File: src/rtl/sevenseg_scan_decoder.sv
// Display readback monitor: samples a multiplexed active-low 7-segment bus,
// decodes each digit, assembles hh:mm:ss and commits the time only after
// STABLE_FRAMES identical, in-range frames have been scanned back to back.
`timescale 1ns/1ps
module sevenseg_scan_decoder #(
  parameter int SYNC_STAGES    = 2,
  parameter int STABLE_FRAMES  = 2,
  parameter int TIMEOUT_CYCLES = 1024
)(
  input  logic       clk,
  input  logic       reset_n,
  input  logic [6:0] seg_in,
  input  logic [5:0] digit_sel,
  input  logic       sample_en,
  output logic [5:0] second,
  output logic [5:0] minute,
  output logic [4:0] hour,
  output logic       time_valid,
  output logic       locked,
  output logic       decode_err,
  output logic       sel_err,
  output logic       range_err,
  output logic       frame_timeout
);

  localparam int MW = (STABLE_FRAMES  < 1) ? 1 : $clog2(STABLE_FRAMES + 1);
  localparam int TW = $clog2(TIMEOUT_CYCLES + 1);
  localparam logic [MW-1:0] MATCH_MAX = MW'(STABLE_FRAMES);
  localparam logic [TW-1:0] TMO_MAX   = TW'(TIMEOUT_CYCLES);

  typedef enum logic [1:0] {COLLECT, EVAL, COMMIT} state_t;

  // Segment pattern -> {valid, digit}; anything off-table (blank included) is invalid.
  function automatic logic [4:0] seg_decode(input logic [6:0] c);
    case (c)
      7'b1000000: return {1'b1, 4'd0};
      7'b1111001: return {1'b1, 4'd1};
      7'b0100100: return {1'b1, 4'd2};
      7'b0110000: return {1'b1, 4'd3};
      7'b0011001: return {1'b1, 4'd4};
      7'b0010010: return {1'b1, 4'd5};
      7'b0000010: return {1'b1, 4'd6};
      7'b1111000: return {1'b1, 4'd7};
      7'b0000000: return {1'b1, 4'd8};
      7'b0010000: return {1'b1, 4'd9};
      default:    return 5'b0_0000;
    endcase
  endfunction

  // 10*tens + ones; 7 bits covers the worst case 99 so range checks see the true value.
  function automatic logic [6:0] to_bin(input logic [3:0] t, input logic [3:0] o);
    return 7'd10 * {3'b000, t} + {3'b000, o};
  endfunction

  // ---------------------------------------------------------------------------
  // Input synchroniser: bus, select and strobe share one chain so they stay aligned
  // ---------------------------------------------------------------------------
  logic [SYNC_STAGES-1:0][13:0] r_sync;

  // Shift {sample_en, digit_sel, seg_in} through SYNC_STAGES flops.
  always_ff @(posedge clk or negedge reset_n) begin
    if (!reset_n) begin
      r_sync <= '0;
    end else begin
      r_sync[0] <= {sample_en, digit_sel, seg_in};
      for (int i = 1; i < SYNC_STAGES; i++) r_sync[i] <= r_sync[i-1];
    end
  end

  logic [6:0] w_seg;
  logic [5:0] w_sel;
  logic       w_en;
  logic [4:0] w_dig;
  logic       w_dig_ok;
  logic       w_onehot;

  assign w_seg    = r_sync[SYNC_STAGES-1][6:0];
  assign w_sel    = r_sync[SYNC_STAGES-1][12:7];
  assign w_en     = r_sync[SYNC_STAGES-1][13];
  assign w_dig    = seg_decode(w_seg);
  assign w_dig_ok = w_dig[4];
  assign w_onehot = (w_sel != 6'd0) && ((w_sel & (w_sel - 6'd1)) == 6'd0);

  // ---------------------------------------------------------------------------
  // State
  // ---------------------------------------------------------------------------
  state_t              r_state, w_state_nx;
  logic [5:0][3:0]     r_shadow;     // digits of the frame being collected
  logic [5:0][3:0]     r_last;       // last in-range frame seen, for stability matching
  logic [5:0]          r_seen;
  logic [TW-1:0]       r_tcnt;
  logic [MW-1:0]       r_match;
  logic                r_locked;
  logic [5:0]          r_second, r_minute;
  logic [4:0]          r_hour;
  logic                r_time_valid, r_decode_err, r_sel_err, r_range_err, r_frame_timeout;

  // Field values of the collected frame (range check) and of the frame to commit.
  logic [6:0] w_f_sec, w_f_min, w_f_hr;
  logic [6:0] w_c_sec, w_c_min, w_c_hr;
  logic       w_range_ok;

  assign w_f_sec    = to_bin(r_shadow[1], r_shadow[0]);
  assign w_f_min    = to_bin(r_shadow[3], r_shadow[2]);
  assign w_f_hr     = to_bin(r_shadow[5], r_shadow[4]);
  assign w_range_ok = (w_f_sec <= 7'd59) && (w_f_min <= 7'd59) && (w_f_hr <= 7'd23);
  assign w_c_sec    = to_bin(r_last[1], r_last[0]);
  assign w_c_min    = to_bin(r_last[3], r_last[2]);
  assign w_c_hr     = to_bin(r_last[5], r_last[4]);

  // Next-state and strobe signals produced by the FSM for the datapath.
  logic [5:0]    w_seen_nx;
  logic [TW-1:0] w_tcnt_nx;
  logic [MW-1:0] w_match_nx;
  logic          w_wr, w_last_ld, w_out_ld, w_locked_nx;
  logic          w_tv_nx, w_dec_nx, w_sel_nx, w_rng_nx, w_tmo_nx;

  // FSM state register.
  always_ff @(posedge clk or negedge reset_n) begin
    if (!reset_n) r_state <= COLLECT;
    else          r_state <= w_state_nx;
  end

  // FSM next state and datapath controls; timeout beats any sample in the same cycle.
  always_comb begin
    w_state_nx  = r_state;
    w_seen_nx   = r_seen;
    w_tcnt_nx   = r_tcnt;
    w_match_nx  = r_match;
    w_locked_nx = r_locked;
    w_wr        = 1'b0;
    w_last_ld   = 1'b0;
    w_out_ld    = 1'b0;
    w_tv_nx     = 1'b0;
    w_dec_nx    = 1'b0;
    w_sel_nx    = 1'b0;
    w_rng_nx    = 1'b0;
    w_tmo_nx    = 1'b0;
    case (r_state)
      COLLECT: begin
        if (r_seen != 6'd0) w_tcnt_nx = r_tcnt + TW'(1);
        if ((r_seen != 6'd0) && (r_tcnt == TMO_MAX)) begin
          w_tmo_nx    = 1'b1;
          w_seen_nx   = 6'd0;
          w_tcnt_nx   = '0;
          w_match_nx  = '0;
          w_locked_nx = 1'b0;
        end else if (w_en) begin
          if (!w_onehot) begin
            w_sel_nx = 1'b1;
          end else if (!w_dig_ok) begin
            w_dec_nx    = 1'b1;
            w_seen_nx   = 6'd0;
            w_tcnt_nx   = '0;
            w_match_nx  = '0;
            w_locked_nx = 1'b0;
          end else begin
            w_wr      = 1'b1;
            w_seen_nx = r_seen | w_sel;
            if (r_seen == 6'd0) w_tcnt_nx = TW'(1);
            if (w_seen_nx == 6'h3F) w_state_nx = EVAL;
          end
        end
      end
      EVAL: begin
        w_seen_nx  = 6'd0;
        w_tcnt_nx  = '0;
        w_state_nx = COLLECT;
        if (!w_range_ok) begin
          w_rng_nx    = 1'b1;
          w_match_nx  = '0;
          w_locked_nx = 1'b0;
        end else begin
          if (r_shadow == r_last) begin
            w_match_nx = (r_match >= MATCH_MAX) ? MATCH_MAX : r_match + MW'(1);
          end else begin
            w_last_ld  = 1'b1;
            w_match_nx = MW'(1);
          end
          if (w_match_nx >= MATCH_MAX) w_state_nx = COMMIT;
        end
      end
      COMMIT: begin
        w_out_ld    = 1'b1;
        w_locked_nx = 1'b1;
        // Announce only real changes, except the first commit after lock was lost.
        w_tv_nx     = (w_c_sec != {1'b0, r_second}) || (w_c_min != {1'b0, r_minute}) ||
                      (w_c_hr != {2'b00, r_hour}) || !r_locked;
        w_state_nx  = COLLECT;
      end
      default: w_state_nx = COLLECT;
    endcase
  end

  // Datapath registers: shadow digits, frame tracking, committed time and pulses.
  always_ff @(posedge clk or negedge reset_n) begin
    if (!reset_n) begin
      r_shadow        <= '0;
      r_last          <= '0;
      r_seen          <= '0;
      r_tcnt          <= '0;
      r_match         <= '0;
      r_locked        <= 1'b0;
      r_second        <= '0;
      r_minute        <= '0;
      r_hour          <= '0;
      r_time_valid    <= 1'b0;
      r_decode_err    <= 1'b0;
      r_sel_err       <= 1'b0;
      r_range_err     <= 1'b0;
      r_frame_timeout <= 1'b0;
    end else begin
      for (int i = 0; i < 6; i++)
        if (w_wr && w_sel[i]) r_shadow[i] <= w_dig[3:0];
      if (w_last_ld) r_last <= r_shadow;
      if (w_out_ld) begin
        r_second <= w_c_sec[5:0];
        r_minute <= w_c_min[5:0];
        r_hour   <= w_c_hr[4:0];
      end
      r_seen          <= w_seen_nx;
      r_tcnt          <= w_tcnt_nx;
      r_match         <= w_match_nx;
      r_locked        <= w_locked_nx;
      r_time_valid    <= w_tv_nx;
      r_decode_err    <= w_dec_nx;
      r_sel_err       <= w_sel_nx;
      r_range_err     <= w_rng_nx;
      r_frame_timeout <= w_tmo_nx;
    end
  end

  assign second        = r_second;
  assign minute        = r_minute;
  assign hour          = r_hour;
  assign time_valid    = r_time_valid;
  assign locked        = r_locked;
  assign decode_err    = r_decode_err;
  assign sel_err       = r_sel_err;
  assign range_err     = r_range_err;
  assign frame_timeout = r_frame_timeout;

endmodule

File: config.mk
export PLATFORM = sky130hd
export DESIGN_NAME = sevenseg_scan_decoder
export DESIGN_NICKNAME = d
export VERILOG_FILES = /design/src/rtl/sevenseg_scan_decoder.sv
export SDC_FILE = /design/constraint.sdc
export NUM_CORES = 1
export LEC_CHECK = 0
export CORE_MARGIN = 8
export CORE_UTILIZATION = 45
export CTS_BUF_LIST = sky130_fd_sc_hd__clkbuf_8 sky130_fd_sc_hd__clkbuf_16
export CTS_CLUSTER_SIZE = 16
export DETAILED_ROUTE_END_ITERATION = 10
export PLACE_DENSITY = 0.68
export REMOVE_ABC_BUFFERS = 1
export SLEW_MARGIN = 20
export SYNTH_ARGS = -nofsm -noshare
export SYNTH_HDL_FRONTEND = slang
export SYNTH_SLANG_ARGS = --single-unit
File: constraint.sdc
create_clock -name clk -period 8.9 [get_ports clk]
set_clock_uncertainty 0.15 [all_clocks]
set_input_delay 0.89 -clock clk [delete_from_list [all_inputs] [get_ports clk]]
set_output_delay 0.89 -clock clk [all_outputs]
set_load 0.05 [all_outputs]
[Word level (Yosys, flattened, before mapping)]
Cells that the tools add are included.
Widths: inputs -> output; s select.
Operators by class
  $add $sub $neg: 9
  $mul: 6
  divide/modulo/power cells: 0
  order comparisons: 5
  eq/ne operators: 26
  shift-type cells: 0
  mux-type cells: 60
  bitwise operators: 2
  reductions and logical operators: 26
Operator list (count)
  $mux 11: 6
  $pmux 5 s10: 1
  $add 7x4->7: 6
  $mul 3x4->6 const A: 6
  $mux 2: 16
  $mux 1: 28
  $eq 24x24->1: 1
  $mux 6: 4
  $pmux 11 s2: 1
  $eq 7x5->1 const B: 3
  $eq 7x7->1 const B: 3
  $eq 7x6->1 const B: 2
  $le 7x6->1 const B: 2
  $ne 7x6->1: 2
  $logic_not 6->1: 2
  $ne 2x2->1 const B: 6
  $pmux 6 s2: 1
  $reduce_bool 6->1: 2
  $add 11x1->11 const B: 1
  $eq 11x11->1 const B: 1
  $logic_and 1x1->1: 10
  $reduce_and 5->1: 2
  $ne 3x3->1 const B: 3
  $pmux 2 s2: 2
  20 further kinds: 23
Storage, ports and cells
  flip-flop bits (word level): 120
  latch bits: 0
  RAM bits: 0
  memory bits (read-only): 0
  bits of input ports: 16
  output and inout bits: 23
  memories kept: 0

[Logic depth before layout (Yosys ltp)]
Gate-level depths: netlist of the first run.
  depth after elaboration: 11
  depth in mapped cells: 11
  depth with buffers taken out: 10

[Worst setup path before layout of the first run]
No wires, ideal clock.
  path type: register -> register
  from: register r_shadow[21] (netlist name)
  to: register r_last[0] (netlist name)
  setup time: 0.125 ns
  arrival: 3.217 ns
  slack: 5.408 ns
  cell stages (with the launch flop): 12
  buffers on the path: 1
  period minus slack after synthesis: 3.492 ns
  cell sequence: dfrtp_1 > ha_1 > ha_1 > inv_1 > fa_1 > nand3b_1 > o21ai_0 > xnor2_1 > a2111oi_1 > nand3_1 > buf_2 > mux2_2
Between the ends
  longest elaborated chain between the ends: 6
  elaborated cells on any way between the ends: 8
  those cells by class: 1 x add/sub; 1 x mul; 1 x order compare; 1 x eq/ne; 3 x mux; 1 x reduce/logical
RTL lines
  start, declared: RTL line 88  | logic [5:0][3:0] r_shadow;
  start signal, assigned by index: RTL line 214  | if (w_wr && w_sel[i]) r_shadow[i] <= w_dig[3:0];
  $mul 3x4->6: RTL line 52  | return 7'd10 * {3'b000, t} + {3'b000, o};
  $add 7x4->7: RTL line 52
  $le 7x5->1: RTL line 106  | assign w_range_ok = (w_f_sec <= 7'd59) && (w_f_min <= 7'd59) && (w_f_hr <= 7'd23);
  $logic_and 1x1->1: RTL line 106
  $mux 1 (*): RTL line 169  | if (!w_range_ok) begin
  $mux 1 (*): RTL line 139  | case (r_state)
  end signal, assigned: RTL line 215  | if (w_last_ld) r_last <= r_shadow;
  end, declared: RTL line 89  | logic [5:0][3:0] r_last;
Every way passes the cells marked *; elsewhere a longest branch is shown, timed or not.
A chain may end at the register's enable or synchronous reset.

[Worst setup path after layout of the first run]
  from: register r_shadow[21] (netlist name)
  to: register r_last[16] (netlist name)
Same word-level chain as after synthesis.

==> impl_metrics.xml, run 1 <==
<?xml version="1.0" encoding="UTF-8"?>
<metrics>
  <group name="power">
    <metric name="p_leak" unit="nW">3.66</metric>
    <metric name="pwr_density_cell" unit="nW/um2">183</metric>
    <metric name="power.ir.vdd_worst" unit="mV">0.146</metric>
    <metric name="fin_total_pwr" unit="W">0.00141</metric>
  </group>
  <group name="sta">
    <metric name="worst-slew-pin-transition" unit="ns">0.914</metric>
    <metric name="timing.final.max_slew_violations" unit="">0</metric>
    <metric name="max_freq" unit="GHz">0.232</metric>
    <metric name="finalCritPeriodShare" unit="">0.485</metric>
    <metric name="fin_crit" unit="ns">4.31</metric>
    <metric name="slew_headroom" unit="">0.389</metric>
    <metric name="finalSetupViolations" unit="">0</metric>
    <metric name="finalHoldViolations" unit="">0</metric>
    <metric name="grt_setup_unrepaired" unit="">no</metric>
    <metric name="tns" unit="ns">0</metric>
    <metric name="fin_worst_hold_slack" unit="ns">0.194</metric>
  </group>
  <group name="drt">
    <metric name="drt_first_pass_iters" unit="">5</metric>
    <metric name="vias" unit="">4453</metric>
    <metric name="initialDrtViolationCount" unit="">215</metric>
    <metric name="post_drt_via_cell_ratio" unit="">5.45</metric>
    <metric name="routed_wirelength" unit="um">13800</metric>
    <metric name="antenna_left" unit="">0</metric>
    <metric name="drc" unit="">0</metric>
    <metric name="wire_per_inst" unit="um">16.9</metric>
  </group>
  <group name="layout">
    <metric name="antenna_diode_count" unit="">0</metric>
    <metric name="nets_finish" unit="">689</metric>
    <metric name="flow.area_growth_from_synthesis" unit="%">19.2</metric>
    <metric name="layout.filler_cells" unit="">1226</metric>
    <metric name="layout.cells.most_common" unit="">dfrtp_1</metric>
    <metric name="drive_above_1_share" unit="">0.148</metric>
    <metric name="commonest_cells_after_routing_fill_and_taps_aside" unit="">120 x dfrtp_1, 51 x mux2_2, 49 x xnor2_1</metric>
    <metric name="utilization" unit="">0.540</metric>
  </group>
  <group name="clocking">
    <metric name="root_buffer_master" unit="">clkbuf_16</metric>
    <metric name="cts_resized" unit="">0</metric>
    <metric name="worst_setup_hold_path_clk_slew" unit="ns">0.05</metric>
    <metric name="tritoncts_num_sinks" unit="">120</metric>
    <metric name="cts_tree" unit="">yes</metric>
    <metric name="clk-insertion-delay-late" unit="ns">0.42</metric>
    <metric name="total_cts_buffers" unit="">17</metric>
    <metric name="postCtsSetupBuffers" unit="">0</metric>
    <metric name="clk_path_buf_depth" unit="">2</metric>
    <metric name="cts.htree.levels" unit="">4</metric>
    <metric name="holdBufCountCts" unit="">0</metric>
  </group>
  <group name="critical_path">
    <metric name="worst_path_largest_cell_delay" unit="ns">0.83</metric>
    <metric name="kind_of_launch_point_of_the_worst_setup_path" unit="">register</metric>
    <metric name="crit_arrival" unit="ns">4.45</metric>
    <metric name="crit_path_top_delay_cell" unit="">a2111oi_1</metric>
    <metric name="path_common_cell" unit="">ha_1</metric>
    <metric name="reg2reg_depth" unit="">10</metric>
    <metric name="timing.critical_path.cells" unit="">ha_1 -&gt; ha_1 -&gt; inv_1 -&gt; fa_1 -&gt; nand3b_1 -&gt; o21ai_0 -&gt; xnor2_1 -&gt; a2111oi_1 -&gt; nand3_2 -&gt; mux2_2</metric>
    <metric name="critical_path.top_delay_family" unit="">compound AO/OA/AOI/OAI gates</metric>
    <metric name="critical_path.n_buffers_inverters" unit="">1</metric>
    <metric name="timing.critical_path.to_type" unit="">register</metric>
    <metric name="worstPathRequired" unit="ns">9.04</metric>
    <metric name="worstPathMaxFanout" unit="">24</metric>
    <metric name="worstReg2RegStart" unit="">r_shadow[21]</metric>
    <metric name="reg2reg_slack" unit="ns">4.59</metric>
    <metric name="criticalPathCategory" unit="">reg -&gt; reg</metric>
    <metric name="timing.rr.end" unit="">r_last[16]</metric>
  </group>
  <group name="worst_hold_path">
    <metric name="min_delay_path_depth" unit="">0</metric>
    <metric name="hold_path.class" unit="">reg -&gt; reg</metric>
    <metric name="timing.hold.worst.start" unit="">r_sync[1]</metric>
    <metric name="timing.hold.worst_endpoint" unit="">r_sync[15]</metric>
  </group>
  <group name="die">
    <metric name="die_w" unit="um">136</metric>
    <metric name="pin_count" unit="">39</metric>
    <metric name="fp-row-count" unit="">44</metric>
    <metric name="floorplan.initialDensity" unit="">0.453</metric>
    <metric name="die_height" unit="um">136</metric>
    <metric name="dieArea" unit="um2">18500</metric>
    <metric name="fp.coreArea" unit="um2">14300</metric>
  </group>
  <group name="logic_synthesis">
    <metric name="seq_total_area_yosys" unit="">0.463</metric>
    <metric name="post_synth_mux_area_share" unit="">0.0978</metric>
    <metric name="ys.warnings.count" unit="">0</metric>
    <metric name="number_of_enable_flip_flop_cells_after_synthesis" unit="">0</metric>
    <metric name="synth_cells" unit="">574</metric>
    <metric name="synth.cell_area" unit="um2">6480</metric>
    <metric name="synth_top_family_by_area" unit="">adder cells</metric>
    <metric name="async_reset_ff_frac" unit="">1.00</metric>
    <metric name="parity_gate_share_of_the_synthesized_area_counting_xor_and_xnor_cells" unit="">0.0959</metric>
    <metric name="yosys.area_share.simple" unit="">0.112</metric>
    <metric name="synthAdderAreaFrac" unit="">0.114</metric>
    <metric name="ys_seq_elements" unit="">120</metric>
    <metric name="compound_cell_area_share_of_the_yosys_netlist" unit="">0.0911</metric>
    <metric name="synthFlopType" unit="">dfrtp_1</metric>
    <metric name="syn_area_per_cell" unit="um2">11.3</metric>
    <metric name="post_synth_num_cell_types" unit="">51</metric>
  </group>
  <group name="global_route">
    <metric name="grt_max_degree" unit="">65</metric>
    <metric name="grt_antenna_before_repair" unit="">0</metric>
    <metric name="groute.usage.overall" unit="">0.162</metric>
    <metric name="grt.overflow.total" unit="">0</metric>
    <metric name="global_route_wire_length_before_repair" unit="um">23300</metric>
    <metric name="grt_pass1_vias" unit="">4682</metric>
  </group>
  <group name="placed_design">
    <metric name="routability_congestion_estimate" unit="">0.854</metric>
    <metric name="placement.io_buffers" unit="">38</metric>
    <metric name="detailed_place_hpwl" unit="um">10000</metric>
  </group>
  <group name="outcome">
    <metric name="status" unit="">finished clean</metric>
  </group>
  <group name="run">
    <metric name="cap_viol_max_count" unit="">0</metric>
  </group>
</metrics>
-- cells by family (layout without fill, tap and decap cells) --
kind of cell	after synthesis	in the layout
muxes	57	57
buffers and inverters	43	102
adders and majority gates	52	52
DFF	120	120
xor gates and xnor gates	71	71
AOI/OAI and AO/OA	88	88
and+or+nand+nor	143	143
-- stage by stage --
stage | cells | instance area [um2] | setup WS (ns)
global route | 817 | 7730 | 4.32
global placement | 786 | 7060 | 4.53
finish | 817 | 7730 | 4.59
CTS | 817 | 7720 | 4.30
floorplan | 562 | 6440 | 5.00
detailed placement | 786 | 7060 | 4.36
-- Yosys cell counts, types with 12 or more instances --
cell / count / area, um2
dfrtp_1: 120 / 3000
o21ai_0: 27 / 135
fa_1: 12 / 240
xor2_1: 22 / 193
nor2_1: 21 / 78.8
xnor2_1: 49 / 429
mux2_2: 51 / 574
ha_1: 40 / 500
inv_1: 31 / 116
nand2_1: 47 / 176
a21oi_1: 18 / 90.1
-- power breakdown --
group	leakage, nW	internal [W]	switching [W]
Combinational	1.74	0.0000311	0.0000396
Clock	0.311	0.000517	0.000243
Sequential	1.60	0.000562	0.0000193
Total	3.66	0.00111	0.000302
-- worst max-delay path by stage --
stage          cells after the start         end          from
2_1_floorplan                     10   r_last[0]  r_shadow[21]
3_3_place_gp                      10   r_last[0]  r_shadow[21]
3_5_place_dp                      10  r_last[13]  r_shadow[21]
4_1_cts                           10  r_last[16]  r_shadow[21]
5_1_grt                           10  r_last[16]  r_shadow[21]
6_report                          10  r_last[16]  r_shadow[21]
-- cell type report --
class                   count  area [um2]  share of cell area
clock inverters            11         194              0.0251
flip-flops and latches    120        3000               0.389
inverters                  31         116              0.0151
repair buffers             40         393              0.0508
well taps                 184         230              0.0298
clock buffers              20         467              0.0604
multi-input cells         411        3320               0.430
-- flip-flops by register name, indices dropped and copies added, names as in the netlist, 2 cells and up --
name      cells
r_match       2
r_state       2
r_tcnt       11
r_seen        6
second        6
r_last       24
r_shadow     24
minute        6
hour          5
r_sync       28
-- per-layer routing --
metal / wire [um] / vias to the layer above / track usage
met5: 0 / - / 0
met4: 246 / 0 / 0.0592
met3: 667 / 19 / 0.0462
met2: 6970 / 104 / 0.272
met1: 5950 / 2219 / 0.194
li1: - / 2111 / -
Power figures use the tool's default switching activity.
==> run 2: changes to the inputs <==
--- a/config.mk
+++ b/config.mk
@@ -10,7 +10,7 @@
 export CTS_BUF_LIST = sky130_fd_sc_hd__clkbuf_8 sky130_fd_sc_hd__clkbuf_16
 export CTS_CLUSTER_SIZE = 16
 export DETAILED_ROUTE_END_ITERATION = 10
-export PLACE_DENSITY = 0.68
+export PLACE_DENSITY = 0.71
 export REMOVE_ABC_BUFFERS = 1
 export SLEW_MARGIN = 20
 export SYNTH_ARGS = -nofsm -noshare
==> constraint.sdc (replaced) <==
create_clock -name clk -period 3.9 [get_ports clk]
set_clock_uncertainty 0.15 [all_clocks]
set_input_delay 0.39 -clock clk [delete_from_list [all_inputs] [get_ports clk]]
set_output_delay 0.39 -clock clk [all_outputs]
set_load 0.05 [all_outputs]
==> impl_metrics.xml, run 2 (synthesized netlist as in run 1, its figures left out) <==
<?xml version="1.0" encoding="UTF-8"?>
<metrics>
  <group name="power">
    <metric name="total_switching_power" unit="W">0.000741</metric>
    <metric name="p_leak" unit="nW">3.65</metric>
    <metric name="clkPwrFrac" unit="">0.514</metric>
    <metric name="netSwitchingFraction" unit="">0.242</metric>
    <metric name="power.ir.vdd_worst" unit="mV">0.361</metric>
    <metric name="p_int" unit="W">0.00233</metric>
    <metric name="share_seq_of_total_power" unit="">0.433</metric>
    <metric name="pwr_density_cell" unit="nW/um2">399</metric>
    <metric name="pwr-share-comb" unit="">0.054</metric>
  </group>
  <group name="die">
    <metric name="fp-row-count" unit="">44</metric>
    <metric name="dieArea" unit="um2">18500</metric>
    <metric name="pin_count" unit="">39</metric>
    <metric name="fp.coreArea" unit="um2">14300</metric>
    <metric name="floorplan.initialDensity" unit="">0.453</metric>
    <metric name="die_w" unit="um">136</metric>
    <metric name="die_height" unit="um">136</metric>
  </group>
  <group name="sta">
    <metric name="finalCritPeriodShare" unit="">0.938</metric>
    <metric name="max_freq" unit="GHz">0.273</metric>
    <metric name="worst-slew-pin-transition" unit="ns">1.08</metric>
    <metric name="fin_worst_hold_slack" unit="ns">0.197</metric>
    <metric name="grt_setup_unrepaired" unit="">no</metric>
    <metric name="fin_crit" unit="ns">3.66</metric>
    <metric name="slew_headroom" unit="">0.283</metric>
    <metric name="finalHoldViolations" unit="">0</metric>
    <metric name="finalSetupViolations" unit="">0</metric>
    <metric name="timing.final.max_slew_violations" unit="">0</metric>
  </group>
  <group name="global_route">
    <metric name="grt.overflow.total" unit="">0</metric>
    <metric name="global_route_wire_length_before_repair" unit="um">23300</metric>
    <metric name="grt_antenna_before_repair" unit="">0</metric>
    <metric name="grt_max_degree" unit="">67</metric>
    <metric name="grt_pass1_vias" unit="">4743</metric>
    <metric name="groute.usage.overall" unit="">0.161</metric>
  </group>
  <group name="worst_hold_path">
    <metric name="hold_path.class" unit="">reg -&gt; reg</metric>
    <metric name="min_delay_path_depth" unit="">0</metric>
    <metric name="timing.hold.worst_endpoint" unit="">r_sync[21]</metric>
    <metric name="timing.hold.worst.start" unit="">r_sync[7]</metric>
  </group>
  <group name="drt">
    <metric name="drc" unit="">0</metric>
    <metric name="routed_wirelength" unit="um">14100</metric>
    <metric name="wire_per_inst" unit="um">17.1</metric>
    <metric name="post_drt_via_cell_ratio" unit="">5.49</metric>
    <metric name="initialDrtViolationCount" unit="">198</metric>
    <metric name="vias" unit="">4512</metric>
    <metric name="drt_first_pass_iters" unit="">4</metric>
    <metric name="antenna_left" unit="">0</metric>
  </group>
  <group name="outcome">
    <metric name="status" unit="">finished clean</metric>
  </group>
  <group name="clocking">
    <metric name="cts_resized" unit="">0</metric>
    <metric name="postCtsSetupBuffers" unit="">0</metric>
    <metric name="root_buffer_master" unit="">clkbuf_16</metric>
    <metric name="holdBufCountCts" unit="">1</metric>
    <metric name="worst_setup_hold_path_clk_slew" unit="ns">0.06</metric>
    <metric name="total_cts_buffers" unit="">17</metric>
    <metric name="clk-insertion-delay-late" unit="ns">0.42</metric>
    <metric name="cts_tree" unit="">yes</metric>
    <metric name="cts.htree.levels" unit="">4</metric>
    <metric name="tritoncts_num_sinks" unit="">120</metric>
    <metric name="clk_path_buf_depth" unit="">2</metric>
  </group>
  <group name="layout">
    <metric name="utilization" unit="">0.538</metric>
    <metric name="commonest_cells_after_routing_fill_and_taps_aside" unit="">120 x dfrtp_1, 51 x mux2_2, 49 x xnor2_1</metric>
    <metric name="biggestRegsByFlops" unit="">r_sync (28), r_last (24), r_shadow (24)</metric>
    <metric name="layout.filler_cells" unit="">1219</metric>
    <metric name="nets_finish" unit="">693</metric>
    <metric name="largest_register_ff_count" unit="">28</metric>
    <metric name="antenna_diode_count" unit="">0</metric>
    <metric name="register_area" unit="um2">3000</metric>
    <metric name="stdcell_area" unit="um2">7690</metric>
    <metric name="layout.cells.most_common" unit="">dfrtp_1</metric>
    <metric name="multi_input_area" unit="um2">3320</metric>
    <metric name="flow.area_growth_from_synthesis" unit="%">18.6</metric>
    <metric name="max_flop_register" unit="">r_sync</metric>
    <metric name="drive_above_1_share" unit="">0.150</metric>
  </group>
  <group name="placed_design">
    <metric name="detailed_place_hpwl" unit="um">10200</metric>
    <metric name="placement.io_buffers" unit="">38</metric>
    <metric name="routability_congestion_estimate" unit="">0.878</metric>
    <metric name="detailed_place.area" unit="um2">7080</metric>
  </group>
  <group name="critical_path">
    <metric name="criticalPathCategory" unit="">reg -&gt; reg</metric>
    <metric name="timing.rr.end" unit="">r_last[7]</metric>
    <metric name="reg2reg_slack" unit="ns">0.24</metric>
    <metric name="kind_of_launch_point_of_the_worst_setup_path" unit="">register</metric>
    <metric name="worst_setup_startpoint" unit="">r_shadow[21]</metric>
    <metric name="worstPathRequired" unit="ns">4.05</metric>
    <metric name="worstPathMaxFanout" unit="">24</metric>
    <metric name="crit_arrival" unit="ns">3.80</metric>
    <metric name="worstReg2RegStart" unit="">r_shadow[21]</metric>
    <metric name="timing.critical_path.to_type" unit="">register</metric>
    <metric name="reg2reg_depth" unit="">11</metric>
  </group>
  <group name="run">
    <metric name="cap_viol_max_count" unit="">0</metric>
  </group>
</metrics>
==> run 2: changes by cell type in the layout (fill, tap and decap cells not counted), moves of 2 or more <==
| cell | previous run | this run |
|---|---|---|
| buf_4 | 3 | 6 |
| clkinv_4 | 0 | 4 |
| bufinv_16 | 5 | 2 |
| clkbuf_8 | 3 | 1 |
| inv_6 | 1 | 6 |
| clkinvlp_4 | 4 | 2 |
==> run 2: critical path, stage by stage (launching register included) <==
cell and delay [ns]:
dfrtp_1 0.44, ha_1 0.32, ha_1 0.20, inv_1 0.06, fa_1 0.46, nand3b_1 0.19, o21ai_0 0.20, xnor2_1 0.11
a2111oi_1 0.64, nand3_1 0.16, buf_4 0.28, mux2_2 0.32
==> run 2: metrics by stage <==
stage               instances  TNS, ns  worst slack (ns)  total power (W)
floorplan                 562  -0.0181         -0.000753          0.00143
global placement          789        0             0.389          0.00150
detailed placement        789        0             0.269          0.00151
CTS                       822        0             0.245          0.00310
global route              822        0            0.0692          0.00318
finish                    822        0             0.242          0.00307
==> run 2: final cells by class <==
type / count / share of cell area
repair buffers: 44 / 0.0553
flip-flops and latches: 120 / 0.390
inverters: 31 / 0.0151
well taps: 184 / 0.0299
clock inverters: 14 / 0.0211
clock buffers: 18 / 0.0571
multi-input cells: 411 / 0.431
==> run 2: worst max path at each step <==
stage | slack, ns | cells after the start | endpoint
after global placement | 0.39 | 11 | r_last[21]
after global routing | 0.07 | 11 | r_last[7]
after CTS | 0.24 | 11 | r_last[7]
after detailed placement | 0.27 | 11 | r_last[7]
final | 0.24 | 11 | r_last[7]
after floorplan | -0.0008 | 10 | r_last[0]
==> run 2: power by group through the flow <==
stage                     Clock [W]  Sequential (W)  Combinational [W]
after floorplan                   0         0.00134          0.0000933
after global placement            0         0.00134           0.000157
after detailed placement          0         0.00135           0.000163
after CTS                   0.00160         0.00133           0.000166
after global routing        0.00166         0.00133           0.000188
final                       0.00158         0.00133           0.000164
==> run 2: metal layers <==
layer | vias up | global-route usage | share of wire
met5 | - | 0 | 0
met4 | 0 | 0.0653 | 0.022
met3 | 25 | 0.0477 | 0.049
met2 | 97 | 0.274 | 0.50
met1 | 2265 | 0.187 | 0.43
li1 | 2125 | - | -
==> run 3: changes to the inputs <==
--- a/config.mk
+++ b/config.mk
@@ -5,11 +5,13 @@
 export SDC_FILE = /design/constraint.sdc
 export NUM_CORES = 1
 export LEC_CHECK = 0
+export CORE_ASPECT_RATIO = 0.8
 export CORE_MARGIN = 8
 export CORE_UTILIZATION = 45
 export CTS_BUF_LIST = sky130_fd_sc_hd__clkbuf_8 sky130_fd_sc_hd__clkbuf_16
 export CTS_CLUSTER_SIZE = 16
 export DETAILED_ROUTE_END_ITERATION = 10
+export GPL_TIMING_DRIVEN = 0
 export PLACE_DENSITY = 0.71
 export REMOVE_ABC_BUFFERS = 1
 export SLEW_MARGIN = 20
==> impl_metrics.xml, run 3 (synthesized netlist as in run 1, its figures left out) <==
<?xml version="1.0" encoding="UTF-8"?>
<metrics>
  <group name="clocking">
    <metric name="cts_tree" unit="">yes</metric>
    <metric name="tritoncts_num_sinks" unit="">120</metric>
    <metric name="clk_path_buf_depth" unit="">2</metric>
    <metric name="cts.htree.levels" unit="">4</metric>
    <metric name="root_buffer_master" unit="">clkbuf_16</metric>
    <metric name="worst_setup_hold_path_clk_slew" unit="ns">0.06</metric>
    <metric name="clk-insertion-delay-late" unit="ns">0.42</metric>
    <metric name="postCtsSetupBuffers" unit="">0</metric>
    <metric name="total_cts_buffers" unit="">17</metric>
  </group>
  <group name="drt">
    <metric name="initialDrtViolationCount" unit="">307</metric>
    <metric name="wire_per_inst" unit="um">16.8</metric>
    <metric name="post_drt_via_cell_ratio" unit="">5.42</metric>
    <metric name="antenna_left" unit="">0</metric>
    <metric name="drc" unit="">0</metric>
    <metric name="drt_first_pass_iters" unit="">6</metric>
    <metric name="routed_wirelength" unit="um">13800</metric>
    <metric name="vias" unit="">4435</metric>
  </group>
  <group name="global_route">
    <metric name="grt-busiest-layer" unit="">met2</metric>
    <metric name="grt.overflow.total" unit="">0</metric>
    <metric name="groute.usage.overall" unit="">0.162</metric>
    <metric name="grt_pass1_vias" unit="">4684</metric>
    <metric name="grt.met1_usage" unit="">0.206</metric>
    <metric name="grtUsageMet3" unit="">0.0483</metric>
    <metric name="global_route_wire_length_before_repair" unit="um">23500</metric>
    <metric name="groute.layer.met2.usage" unit="">0.260</metric>
    <metric name="grt_antenna_before_repair" unit="">0</metric>
    <metric name="grt_max_degree" unit="">63</metric>
  </group>
  <group name="outcome">
    <metric name="status" unit="">finished clean</metric>
  </group>
  <group name="sta">
    <metric name="slew_headroom" unit="">0.281</metric>
    <metric name="fin_crit" unit="ns">3.66</metric>
    <metric name="setup_slack" unit="ns">0.237</metric>
    <metric name="fin_worst_hold_slack" unit="ns">0.195</metric>
    <metric name="finalCritPeriodShare" unit="">0.939</metric>
    <metric name="finalHoldViolations" unit="">0</metric>
    <metric name="timing.final.max_slew_violations" unit="">0</metric>
    <metric name="max_freq" unit="GHz">0.273</metric>
    <metric name="worst-slew-pin-transition" unit="ns">1.08</metric>
    <metric name="grt_setup_unrepaired" unit="">no</metric>
    <metric name="finalSetupViolations" unit="">0</metric>
  </group>
  <group name="layout">
    <metric name="antenna_diode_count" unit="">0</metric>
    <metric name="layout.cells.most_common" unit="">dfrtp_1</metric>
    <metric name="commonest_cells_after_routing_fill_and_taps_aside" unit="">120 x dfrtp_1, 51 x mux2_2, 49 x xnor2_1</metric>
    <metric name="flow.area_growth_from_synthesis" unit="%">19.5</metric>
    <metric name="biggestRegsByFlops" unit="">r_sync (28), r_last (24), r_shadow (24)</metric>
    <metric name="largest_register_ff_count" unit="">28</metric>
    <metric name="max_flop_register" unit="">r_sync</metric>
    <metric name="nets_finish" unit="">689</metric>
    <metric name="drive_above_1_share" unit="">0.150</metric>
  </group>
  <group name="run">
    <metric name="cap_viol_max_count" unit="">0</metric>
  </group>
  <group name="critical_path">
    <metric name="kind_of_launch_point_of_the_worst_setup_path" unit="">register</metric>
    <metric name="criticalPathCategory" unit="">reg -&gt; reg</metric>
    <metric name="crit_arrival" unit="ns">3.81</metric>
    <metric name="timing.critical_path.to_type" unit="">register</metric>
    <metric name="worstPathMaxFanout" unit="">24</metric>
    <metric name="worstPathRequired" unit="ns">4.05</metric>
  </group>
  <group name="die">
    <metric name="dieArea" unit="um2">18500</metric>
    <metric name="pin_count" unit="">39</metric>
    <metric name="die_height" unit="um">123</metric>
    <metric name="fp.coreArea" unit="um2">14200</metric>
    <metric name="die_w" unit="um">150</metric>
    <metric name="fp-row-count" unit="">39</metric>
    <metric name="floorplan.initialDensity" unit="">0.457</metric>
  </group>
  <group name="placed_design">
    <metric name="placement.io_buffers" unit="">38</metric>
    <metric name="routability_congestion_estimate" unit="">0.847</metric>
    <metric name="detailed_place_hpwl" unit="um">10000</metric>
    <metric name="place_worst_setup_slack" unit="ns">-0.817</metric>
  </group>
  <group name="power">
    <metric name="p_leak" unit="nW">3.66</metric>
    <metric name="pwr_density_cell" unit="nW/um2">402</metric>
    <metric name="power.ir.vdd_worst" unit="mV">0.502</metric>
  </group>
  <group name="worst_hold_path">
    <metric name="hold_path.class" unit="">reg -&gt; reg</metric>
  </group>
</metrics>
## run 3: metal layers
metal / wire (um) / part of all wire
met3: 568 / 0.041
met5: 0 / 0
met2: 6490 / 0.47
met4: 169 / 0.012
met1: 6540 / 0.47
## run 3: metrics by stage
step	power (W)	area [um2]	TNS, ns	util	instances
CTS	0.00314	7730	0	0.544	818
detailed placement	0.00151	7080	-19.32	0.499	785
finish	0.00311	7750	0	0.546	818
global route	0.00324	7750	0	0.546	818
floorplan	0.00143	6440	-0.0181	-	562
global placement	0.00150	7050	-280.93	0.496	784
## run 3: power breakdown
group	internal [W]	switching [W]	total (W)	leakage, nW
clock network	0.00102	0.000599	0.00162	0.293
registers	0.00128	0.0000440	0.00133	1.60
logic	0.0000739	0.0000948	0.000169	1.76
total	0.00237	0.000738	0.00311	3.66
## run 3: final timing paths
| path | from | to | slack (ns) | cells past startpoint |
|---|---|---|---|---|
| setup / recovery | r_shadow[21] | r_last[5] | 0.24 | 10 |
| hold / removal | r_sync[1] | r_sync[15] | 0.20 | 0 |
| setup reg to reg | r_shadow[21] | r_last[5] | 0.24 | 10 |
| hold reg to reg | r_sync[1] | r_sync[15] | 0.20 | 0 |
| max in group asynchronous | reset_n | r_state[0] | 2.56 | 3 |
| min in group asynchronous | reset_n | second[1] | 0.36 | 2 |
## run 3: repair_timing
action                                 in CTS  in global routing
endpoints found under the hold margin      61                  0
setup endpoints to repair                  24                 24
gates resized for setup                     3                  2
hold buffers                                1                  0
pin swaps                                   0                  1
## run 3: cell type report
type                    instances  area (um2)
well taps                     184         230
flip-flops and latches        120        3000
fillers                      1136        6450
multi-input cells             411        3360
clock inverters                15         194
clock buffers                  17         425
inverters                      31         116
repair buffers                 40         419
## run 3: critical path: stages, from the launching register on
cell and delay (ns):
dfrtp_1 0.46, ha_1 0.35, ha_1 0.20, inv_1 0.06
fa_1 0.44, nand3b_1 0.17, o21ai_0 0.26, xnor2_1 0.19
a2111oi_4 0.49, nand3_4 0.36, mux2_2 0.40
